[config.mk]
export PLATFORM = sky130hd
export DESIGN_NAME = wb_port_arbiter_flat
export DESIGN_NICKNAME = d
export VERILOG_FILES = /design/src/rtl/wb_port_arbiter_if.sv /design/src/rtl/wb_port_arbiter.sv /design/src/flat_wrapper.sv
export SDC_FILE = /design/constraint.sdc
export NUM_CORES = 1
export LEC_CHECK = 0
export BUFFER_PORTS_ARGS = -buffer_cell sky130_fd_sc_hd__buf_2
export CAP_MARGIN = 40
export CELL_PAD_IN_SITES_DETAIL_PLACEMENT = 2
export CELL_PAD_IN_SITES_GLOBAL_PLACEMENT = 2
export CORE_UTILIZATION = 37
export DETAILED_ROUTE_END_ITERATION = 7
export MAX_ROUTING_LAYER = met4
export PLACE_DENSITY = 0.86
export SLEW_MARGIN = 15
export SYNTH_ARGS = -nofsm -noshare
export SYNTH_HDL_FRONTEND = slang
export SYNTH_SLANG_ARGS = --single-unit
[constraint.sdc]
create_clock -name clk -period 5.28 [get_ports clk]
set_input_delay 1.32 -clock clk [delete_from_list [all_inputs] [get_ports clk]]
set_output_delay 1.32 -clock clk [all_outputs]
set_load 0.05 [all_outputs]
[src/rtl/wb_port_arbiter_if.sv]
// Bundles the register-file write-port request, MDU and writeback signals.
// master: pipeline/MDU side; slave: the arbiter.
interface wb_port_arbiter_if #(
  parameter int unsigned DATA_W = 32,
  parameter int unsigned ADDR_W = 5,
  parameter int unsigned DEPTH  = 2
);
  localparam int unsigned CntW = $clog2(DEPTH) + 1;

  logic              pipe_we;
  logic [ADDR_W-1:0] pipe_waddr;
  logic [DATA_W-1:0] pipe_wdata;
  logic              mdu_valid;
  logic [ADDR_W-1:0] mdu_waddr;
  logic [DATA_W-1:0] mdu_wdata;
  logic              mdu_ready;
  logic              rf_we;
  logic [ADDR_W-1:0] rf_waddr;
  logic [DATA_W-1:0] rf_wdata;
  logic              rf_src;
  logic              stall_pipe;
  logic [CntW-1:0]   fifo_count;

  modport master (
    output pipe_we, pipe_waddr, pipe_wdata, mdu_valid, mdu_waddr, mdu_wdata,
    input  mdu_ready, rf_we, rf_waddr, rf_wdata, rf_src, stall_pipe, fifo_count
  );

  modport slave (
    input  pipe_we, pipe_waddr, pipe_wdata, mdu_valid, mdu_waddr, mdu_wdata,
    output mdu_ready, rf_we, rf_waddr, rf_wdata, rf_src, stall_pipe, fifo_count
  );
endinterface

[src/rtl/wb_port_arbiter.sv]
// Register-file write-port arbiter: pipeline writeback vs. FIFO-buffered MDU results,
// with starvation-forced MDU grants. Define WB_ARB_BYPASS_EN to let MDU results skip the FIFO.
module wb_port_arbiter #(
  parameter int unsigned DATA_W     = 32,
  parameter int unsigned ADDR_W     = 5,
  parameter int unsigned DEPTH      = 2,
  parameter int unsigned STARVE_MAX = 4
) (
  input logic              clk,
  input logic              rst,
  wb_port_arbiter_if.slave bus
);
  localparam int unsigned PtrW    = (DEPTH > 1) ? $clog2(DEPTH) : 1;
  localparam int unsigned CntW    = $clog2(DEPTH) + 1;
  localparam int unsigned StarveW = $clog2(STARVE_MAX + 1);

  localparam logic [CntW-1:0]    DepthC     = CntW'(DEPTH);
  localparam logic [StarveW-1:0] StarveMaxC = StarveW'(STARVE_MAX);

  // FIFO storage; not reset, validity is tracked by count_q
  logic [ADDR_W-1:0]  addr_mem_q [DEPTH];
  logic [DATA_W-1:0]  data_mem_q [DEPTH];
  logic [PtrW-1:0]    rd_ptr_q, wr_ptr_q;
  logic [CntW-1:0]    count_q, count_d;
  logic [StarveW-1:0] starve_q, starve_d;
  logic               stall_q, stall_d;

  logic              rf_we_q;
  logic [ADDR_W-1:0] rf_waddr_q;
  logic [DATA_W-1:0] rf_wdata_q;
  logic              rf_src_q;

  logic              fifo_empty, mdu_ready;
  logic              grant_fifo, grant_pipe, bypass, any_grant;
  logic              push, pop;
  logic [ADDR_W-1:0] sel_addr;
  logic [DATA_W-1:0] sel_data;
  logic              sel_src;

  always_comb begin
    fifo_empty = (count_q == '0);
    mdu_ready  = (count_q < DepthC);

    bypass = 1'b0;
`ifdef WB_ARB_BYPASS_EN
    bypass = fifo_empty && bus.mdu_valid && !bus.pipe_we && !stall_q;
`endif

    grant_fifo = 1'b0;
    grant_pipe = 1'b0;
    if (stall_q && !fifo_empty) begin
      grant_fifo = 1'b1;
    end else if (bus.pipe_we && !stall_q) begin
      grant_pipe = 1'b1;
    end else if (!fifo_empty) begin
      grant_fifo = 1'b1;
    end
    any_grant = grant_fifo || grant_pipe || bypass;

    push = bus.mdu_valid && mdu_ready && !bypass;
    pop  = grant_fifo;

    count_d = count_q;
    if (push && !pop) begin
      count_d = count_q + CntW'(1);
    end else if (pop && !push) begin
      count_d = count_q - CntW'(1);
    end

    // Counts cycles the head waits while entries are present; saturates at the limit
    starve_d = starve_q;
    if (grant_fifo || fifo_empty || (count_d == '0)) begin
      starve_d = '0;
    end else if (starve_q != StarveMaxC) begin
      starve_d = starve_q + StarveW'(1);
    end
    stall_d = (starve_d == StarveMaxC) && (count_d != '0);

    sel_addr = bus.pipe_waddr;
    sel_data = bus.pipe_wdata;
    sel_src  = 1'b0;
    if (grant_fifo) begin
      sel_addr = addr_mem_q[rd_ptr_q];
      sel_data = data_mem_q[rd_ptr_q];
      sel_src  = 1'b1;
    end else if (bypass) begin
      sel_addr = bus.mdu_waddr;
      sel_data = bus.mdu_wdata;
      sel_src  = 1'b1;
    end
  end

  always_ff @(posedge clk) begin
    if (push) begin
      addr_mem_q[wr_ptr_q] <= bus.mdu_waddr;
      data_mem_q[wr_ptr_q] <= bus.mdu_wdata;
    end
  end

  always_ff @(posedge clk) begin
    if (rst) begin
      rd_ptr_q   <= '0;
      wr_ptr_q   <= '0;
      count_q    <= '0;
      starve_q   <= '0;
      stall_q    <= 1'b0;
      rf_we_q    <= 1'b0;
      rf_waddr_q <= '0;
      rf_wdata_q <= '0;
      rf_src_q   <= 1'b0;
    end else begin
      count_q  <= count_d;
      starve_q <= starve_d;
      stall_q  <= stall_d;
      if (push) begin
        wr_ptr_q <= wr_ptr_q + PtrW'(1);
      end
      if (pop) begin
        rd_ptr_q <= rd_ptr_q + PtrW'(1);
      end
      // r0 is hardwired: the slot is consumed but no write is issued
      rf_we_q <= any_grant && (sel_addr != '0);
      if (any_grant) begin
        rf_waddr_q <= sel_addr;
        rf_wdata_q <= sel_data;
        rf_src_q   <= sel_src;
      end
    end
  end

  assign bus.mdu_ready  = mdu_ready;
  assign bus.rf_we      = rf_we_q;
  assign bus.rf_waddr   = rf_waddr_q;
  assign bus.rf_wdata   = rf_wdata_q;
  assign bus.rf_src     = rf_src_q;
  assign bus.stall_pipe = stall_q;
  assign bus.fifo_count = count_q;

endmodule

[src/flat_wrapper.sv]
// flat-port wrapper written by rule: the top's interface ports become plain ports
module wb_port_arbiter_flat 
#(
  parameter int unsigned DATA_W     = 32,
  parameter int unsigned ADDR_W     = 5,
  parameter int unsigned DEPTH      = 2,
  parameter int unsigned STARVE_MAX = 4
)
  (clk, rst, bus_pipe_we, bus_pipe_waddr, bus_pipe_wdata, bus_mdu_valid, bus_mdu_waddr, bus_mdu_wdata, bus_mdu_ready, bus_rf_we, bus_rf_waddr, bus_rf_wdata, bus_rf_src, bus_stall_pipe, bus_fifo_count);
  wb_port_arbiter_if #(.DATA_W(DATA_W), .ADDR_W(ADDR_W), .DEPTH(DEPTH)) bus_i ();
  input logic clk;
  input logic rst;
  input wire logic [$bits(bus_i.pipe_we)-1:0] bus_pipe_we;
  input wire logic [$bits(bus_i.pipe_waddr)-1:0] bus_pipe_waddr;
  input wire logic [$bits(bus_i.pipe_wdata)-1:0] bus_pipe_wdata;
  input wire logic [$bits(bus_i.mdu_valid)-1:0] bus_mdu_valid;
  input wire logic [$bits(bus_i.mdu_waddr)-1:0] bus_mdu_waddr;
  input wire logic [$bits(bus_i.mdu_wdata)-1:0] bus_mdu_wdata;
  output wire logic [$bits(bus_i.mdu_ready)-1:0] bus_mdu_ready;
  output wire logic [$bits(bus_i.rf_we)-1:0] bus_rf_we;
  output wire logic [$bits(bus_i.rf_waddr)-1:0] bus_rf_waddr;
  output wire logic [$bits(bus_i.rf_wdata)-1:0] bus_rf_wdata;
  output wire logic [$bits(bus_i.rf_src)-1:0] bus_rf_src;
  output wire logic [$bits(bus_i.stall_pipe)-1:0] bus_stall_pipe;
  output wire logic [$bits(bus_i.fifo_count)-1:0] bus_fifo_count;
  assign bus_i.pipe_we = bus_pipe_we;
  assign bus_i.pipe_waddr = bus_pipe_waddr;
  assign bus_i.pipe_wdata = bus_pipe_wdata;
  assign bus_i.mdu_valid = bus_mdu_valid;
  assign bus_i.mdu_waddr = bus_mdu_waddr;
  assign bus_i.mdu_wdata = bus_mdu_wdata;
  assign bus_mdu_ready = bus_i.mdu_ready;
  assign bus_rf_we = bus_i.rf_we;
  assign bus_rf_waddr = bus_i.rf_waddr;
  assign bus_rf_wdata = bus_i.rf_wdata;
  assign bus_rf_src = bus_i.rf_src;
  assign bus_stall_pipe = bus_i.stall_pipe;
  assign bus_fifo_count = bus_i.fifo_count;
  wb_port_arbiter #(.DATA_W(DATA_W), .ADDR_W(ADDR_W), .DEPTH(DEPTH), .STARVE_MAX(STARVE_MAX)) u_core (.clk(clk), .rst(rst), .bus(bus_i));
endmodule
Word level (Yosys, flattened, before mapping). Memory sizes are Yosys's and may differ from the RTL's. A register that Yosys moved wholly into a read port is not among the register bits. Cells that the tools add are included.

Bits in registers: 47. Memory bits (writable): 74. Input bits: 78. Output and inout bits: 43. Word-level logic and storage cells: 55. Memories: 2.

Memory list: u_core.data_mem_q (words 2, bits a word 32, rd ports 1, clocked after memory_dff 1, write ports 1, RTL line wb_port_arbiter.sv:22) `logic [DATA_W-1:0] data_mem_q [DEPTH];`; u_core.addr_mem_q (words 2, bits a word 5, rd ports 1, clocked after memory_dff 1, write ports 1, RTL line wb_port_arbiter.sv:21) `logic [ADDR_W-1:0] addr_mem_q [DEPTH];`.

Add/subtract/negate cells: 5. Order comparisons: 1. Equality and inequality tests: 2. Mux-type cells: 18. Reduce and logical (&&, ||, !) cells: 18.

Operators with widths (count): 32-bit 2-to-1 mux (1); 1-bit 2-to-1 mux (12); 1-bit logical AND (7); 3-bit 2-to-1 mux (2); 5-bit 2-to-1 mux (1); 5-bit nonzero test (1); 1-bit logical NOT (4); 2-bit logical NOT (2); 2-bit 2-to-1 mux (2); 3-bit by 1-bit adder with 3-bit output (second input constant) (1); 3-bit == test (second input constant) (1); 1-bit logical OR (3); 3-bit inequality test (second input constant) (1); 1-bit adder (second input constant) (2); 2-bit by 1-bit adder with 2-bit output (second input constant) (1); 2-bit less-than comparator (second input constant) (1); 2-bit nonzero test (1); 2-bit by 1-bit subtractor with 2-bit output (second input constant) (1).

Depth between registers and ports, before layout.
Word-level depth: 12. Depth in mapped cells: 8. Depth with buffers taken out: 6.

Least setup slack after synthesis. No wires, ideal clock.

Kind: in2reg. Start point: in bus_mdu_valid. End point: mem u_core.addr_mem_q[0][0] (enable). Library setup time: 436 ps. Data arrival time: 3295 ps. Data required time: 4844 ps. Slack: 1549 ps. Stages on the path: 2. Buffers on the path: 0. Cell sequence: nor2b_1 -> nor2b_1.

Longest elaborated chain between the ends: 3.

Ends and longest elaborated chain: start: declaration (RTL line flat_wrapper.sv:16) `input wire logic [$bits(bus_i.mdu_valid)-1:0] bus_mdu_valid;`; 1-bit logical AND (RTL line wb_port_arbiter.sv:60) `push = bus.mdu_valid && mdu_ready && !bypass;`; 1-bit 2-to-1 mux (RTL line wb_port_arbiter.sv:94) `if (push) begin`; 1-bit 2-to-1 mux (implied by the code) (RTL line wb_port_arbiter.sv:95) `addr_mem_q[wr_ptr_q] <= bus.mdu_waddr;`; end: declaration (RTL line wb_port_arbiter.sv:21).

Every way passes these cells.

Final worst setup path.
Start point: in bus_mdu_valid. End point: mem u_core.data_mem_q[0][23] (enable).

Longest elaborated chain between the ends: 3.

Ends and longest elaborated chain: 1-bit logical AND (RTL line wb_port_arbiter.sv:60); 1-bit 2-to-1 mux (RTL line wb_port_arbiter.sv:94); 1-bit 2-to-1 mux (implied by the code) (RTL line wb_port_arbiter.sv:96) `data_mem_q[wr_ptr_q] <= bus.mdu_wdata;`; end: declaration (RTL line wb_port_arbiter.sv:22).

Every way passes these cells.

==> impl_metrics.py <==
metrics = {
    "outcome": {
        "outcome": "complete, no violations",
    },
    "worst_hold_path": {
        "hold_depth": 2,
        "hold_end": "u_core.bus.rf_waddr[3]",
        "min-delay-start": "u_core.bus.rf_waddr[3]",
        "hold_class": "flop to flop",
    },
    "route": {
        "route.detailed.drc": 0,
        "ant_nets": 0,
        "via_per_inst": 5.12,
        "num_vias": 3551,
        "drt-wirelength-per-cell_um": 20.0,
        "drt_iter0_drc": 163,
        "drtPass1Iterations": 4,
        "wirelength_um": 13900,
    },
    "global_routing": {
        "antenna_found_initial": 3,
        "grt_start_max_net_pins": 45,
        "grt_pass1_wl_um": 21100,
        "grt_pass1_vias": 3847,
        "grt.total_usage_pct": 22.6,
        "grt_overflow_total": 0,
    },
    "sta": {
        "fin_crit_sh_pct": 51.9,
        "rsz0062_at_grt": "false",
        "final.setup_skew_ns": 0.00872,
        "setup_viol": 0,
        "whs_ns": 0.470,
        "hold_viol_final": 0,
        "finalMaxSlewViolations": 0,
        "fmax_mhz": 365,
        "relSlewSlack_pct": 51.2,
        "finalSetupTns_ns": 0,
        "worst_slack_ns": 2.54,
        "period_needed_ns": 2.74,
        "worst_pin_slew_ns": 0.731,
    },
    "finish": {
        "syn2layout_area_growth_pct": 28.5,
        "fin_util_pct": 48.9,
        "fin_area_sq_mm": 0.00617,
        "fin_nets": 587,
        "seq_area_sq_mm": 0.00318,
        "final_common_cell": "buf_2",
        "multi_input_area_sq_mm": 0.00147,
        "layout_common_cells": "buf_2 (120), edfxtp_1 (74), nand2_1 (73), dfxtp_1 (47), a21oi_1 (38)",
        "stdcell_count": 694,
        "nFillCells": 1291,
        "drive_gt1_share_pct": 32.2,
    },
    "synth": {
        "synth_edf_count": 74,
        "synth-seq-area-share_pct": 66.3,
        "syn_nets": 468,
        "synth_cells": 387,
        "ys_ff_latch": 122,
        "synth_async_sr_flop_share_pct": 0,
        "synth_cell_types": 34,
        "synth_area_sq_mm": 0.00480,
        "syn_avg_cell_area_sq_um": 12.4,
        "synth_ff_type": "edfxtp_1",
        "yosys_warnings": 0,
    },
    "setup_path": {
        "r2r-start": "u_core.bus.fifo_count[0]",
        "rr_worst_depth": 7,
        "r2r-end": "u_core.bus.rf_we",
        "setup.worst_path.end_class": "flop",
        "ff2ff_setup_slack_ns": 2.74,
        "crit_type": "input port to flop",
        "cp_max_fo": 19,
        "start_kind": "input port",
        "cp.arrival_ns": 2.86,
        "crit_required_ns": 5.40,
    },
    "placement": {
        "place_inst": 659,
        "dp_hpwl_um": 9280,
        "place_congestion": 0.730,
        "placed_area_sq_mm": 0.00563,
        "dp_slack_ns": 2.23,
        "io_buffers": 120,
    },
    "floorplanning": {
        "row_count": 41,
        "num_io_pins": 121,
        "core_sq_mm": 0.0126,
        "fp.dieH_um": 116,
        "die_area_sq_mm": 0.0134,
        "initial_utilization_pct": 38.0,
        "fp.dieW_um": 116,
    },
    "clock_network": {
        "cts_resized": 0,
        "cts.root.buffer_cell": "clkbuf_16",
        "cts_buffers": 17,
        "cts_setup_buffers": 0,
        "clockBufferDepth": 2,
        "clkSlewWorstSetupHoldPaths_ns": 0.05,
        "tritoncts": "built",
        "cts_hold_buf": 0,
        "cts_sinks": 122,
        "ctsHtreeMaxLevel": 4,
        "clock_latency_ns": 0.42,
    },
    "power": {
        "power.density_mw_per_mm2": 529,
        "p_leak_nw": 2.41,
        "vdd.ir_drop.worst_uv": 235,
        "p_total_mw": 3.26,
    },
    "flow_run": {
        "max_cap_viol_count": 0,
    },
}
==> flip-flops by register name (all words and copies together) (netlist names), named ones only <==
signal                 flops
u_core.bus.rf_we           1
u_core.bus.rf_src          1
u_core.bus.rf_waddr        5
u_core.rd_ptr_q            1
u_core.starve_q            3
u_core.bus.rf_wdata       32
u_core.bus.stall_pipe      1
u_core.data_mem_q         64
u_core.bus.fifo_count      2
u_core.wr_ptr_q            1
u_core.addr_mem_q         10
==> power breakdown <==
group,switching [mW],leakage [nW],internal [mW]
registers,0.0969,1.08,1.17
clock network,0.405,0.270,0.640
logic,0.652,1.06,0.296
total,1.15,2.41,2.11
==> cells by family (layout without fill, tap and decap cells) <==
| family | after synthesis | count (layout) | share of synthesized area [%] |
|---|---|---|---|
| other | 0 | 3 | 0 |
| XOR/XNOR | 5 | 5 | 0.912 |
| AND/OR/NAND/NOR | 104 | 104 | 9.51 |
| AO/OA/AOI/OAI | 83 | 83 | 11.1 |
| buffers and inverters | 32 | 164 | 3.44 |
| multiplexers | 38 | 38 | 7.95 |
| flip-flops | 122 | 122 | 66.3 |
| adder cells (fa/ha/maj) | 3 | 3 | 0.782 |
==> cells in the mapped netlist (3+ instances only) <==
cell type  number  area, sq um
a21o_1          4         30.0
a21oi_1        38          190
buf_2          15         75.1
buf_4           5         37.5
clkbuf_1        4         15.0
dfxtp_1        48          961
edfxtp_1       74         2220
ha_1            3         37.5
inv_1           5         18.8
mux2i_1        37          370
nand2_1        73          274
nand3_1         9         45.0
nor2_1          9         33.8
nor2b_1         3         18.8
o211ai_1       33          248
xnor2_1         5         43.8
==> layer usage <==
metal  global-route usage (%)  vias to the layer above  wire length (um)
met5                        -                        -                 0
met4                     9.15                        0               244
met3                     6.22                       19               691
met2                     40.2                      100              7480
met1                     23.5                     1775              5480
li1                         -                     1657                 -
==> worst max-delay path, cell delays in order <==
cell	delay [ns]
buf_2	0.13
nor2b_1	0.42
nor2b_4	0.72
buf_16	0.24
==> worst max-delay path by stage <==
stage / start / to / slack (ns) / cells past startpoint
2_1_floorplan: bus_mdu_valid / u_core.addr_mem_q[0][0] / 1.55 / 2
3_3_place_gp: bus_mdu_valid / u_core.data_mem_q[0][19] / 2.18 / 3
3_5_place_dp: bus_mdu_valid / u_core.data_mem_q[0][20] / 2.23 / 4
4_1_cts: bus_mdu_valid / u_core.data_mem_q[0][23] / 2.54 / 4
5_1_grt: bus_mdu_valid / u_core.data_mem_q[0][23] / 2.43 / 4
6_report: bus_mdu_valid / u_core.data_mem_q[0][23] / 2.54 / 4
==> layout make-up <==
class | count | area share [%]
Antenna cell | 3 | 0.122
Clock buffer | 23 | 7.91
Clock inverter | 9 | 0.750
Inverter | 6 | 0.365
Multi-Input combinational cell | 233 | 23.8
Sequential cell | 122 | 51.6
Tap cell | 172 | 3.49
Timing Repair Buffer | 126 | 12.0
Power figures use the tool's default switching activity.
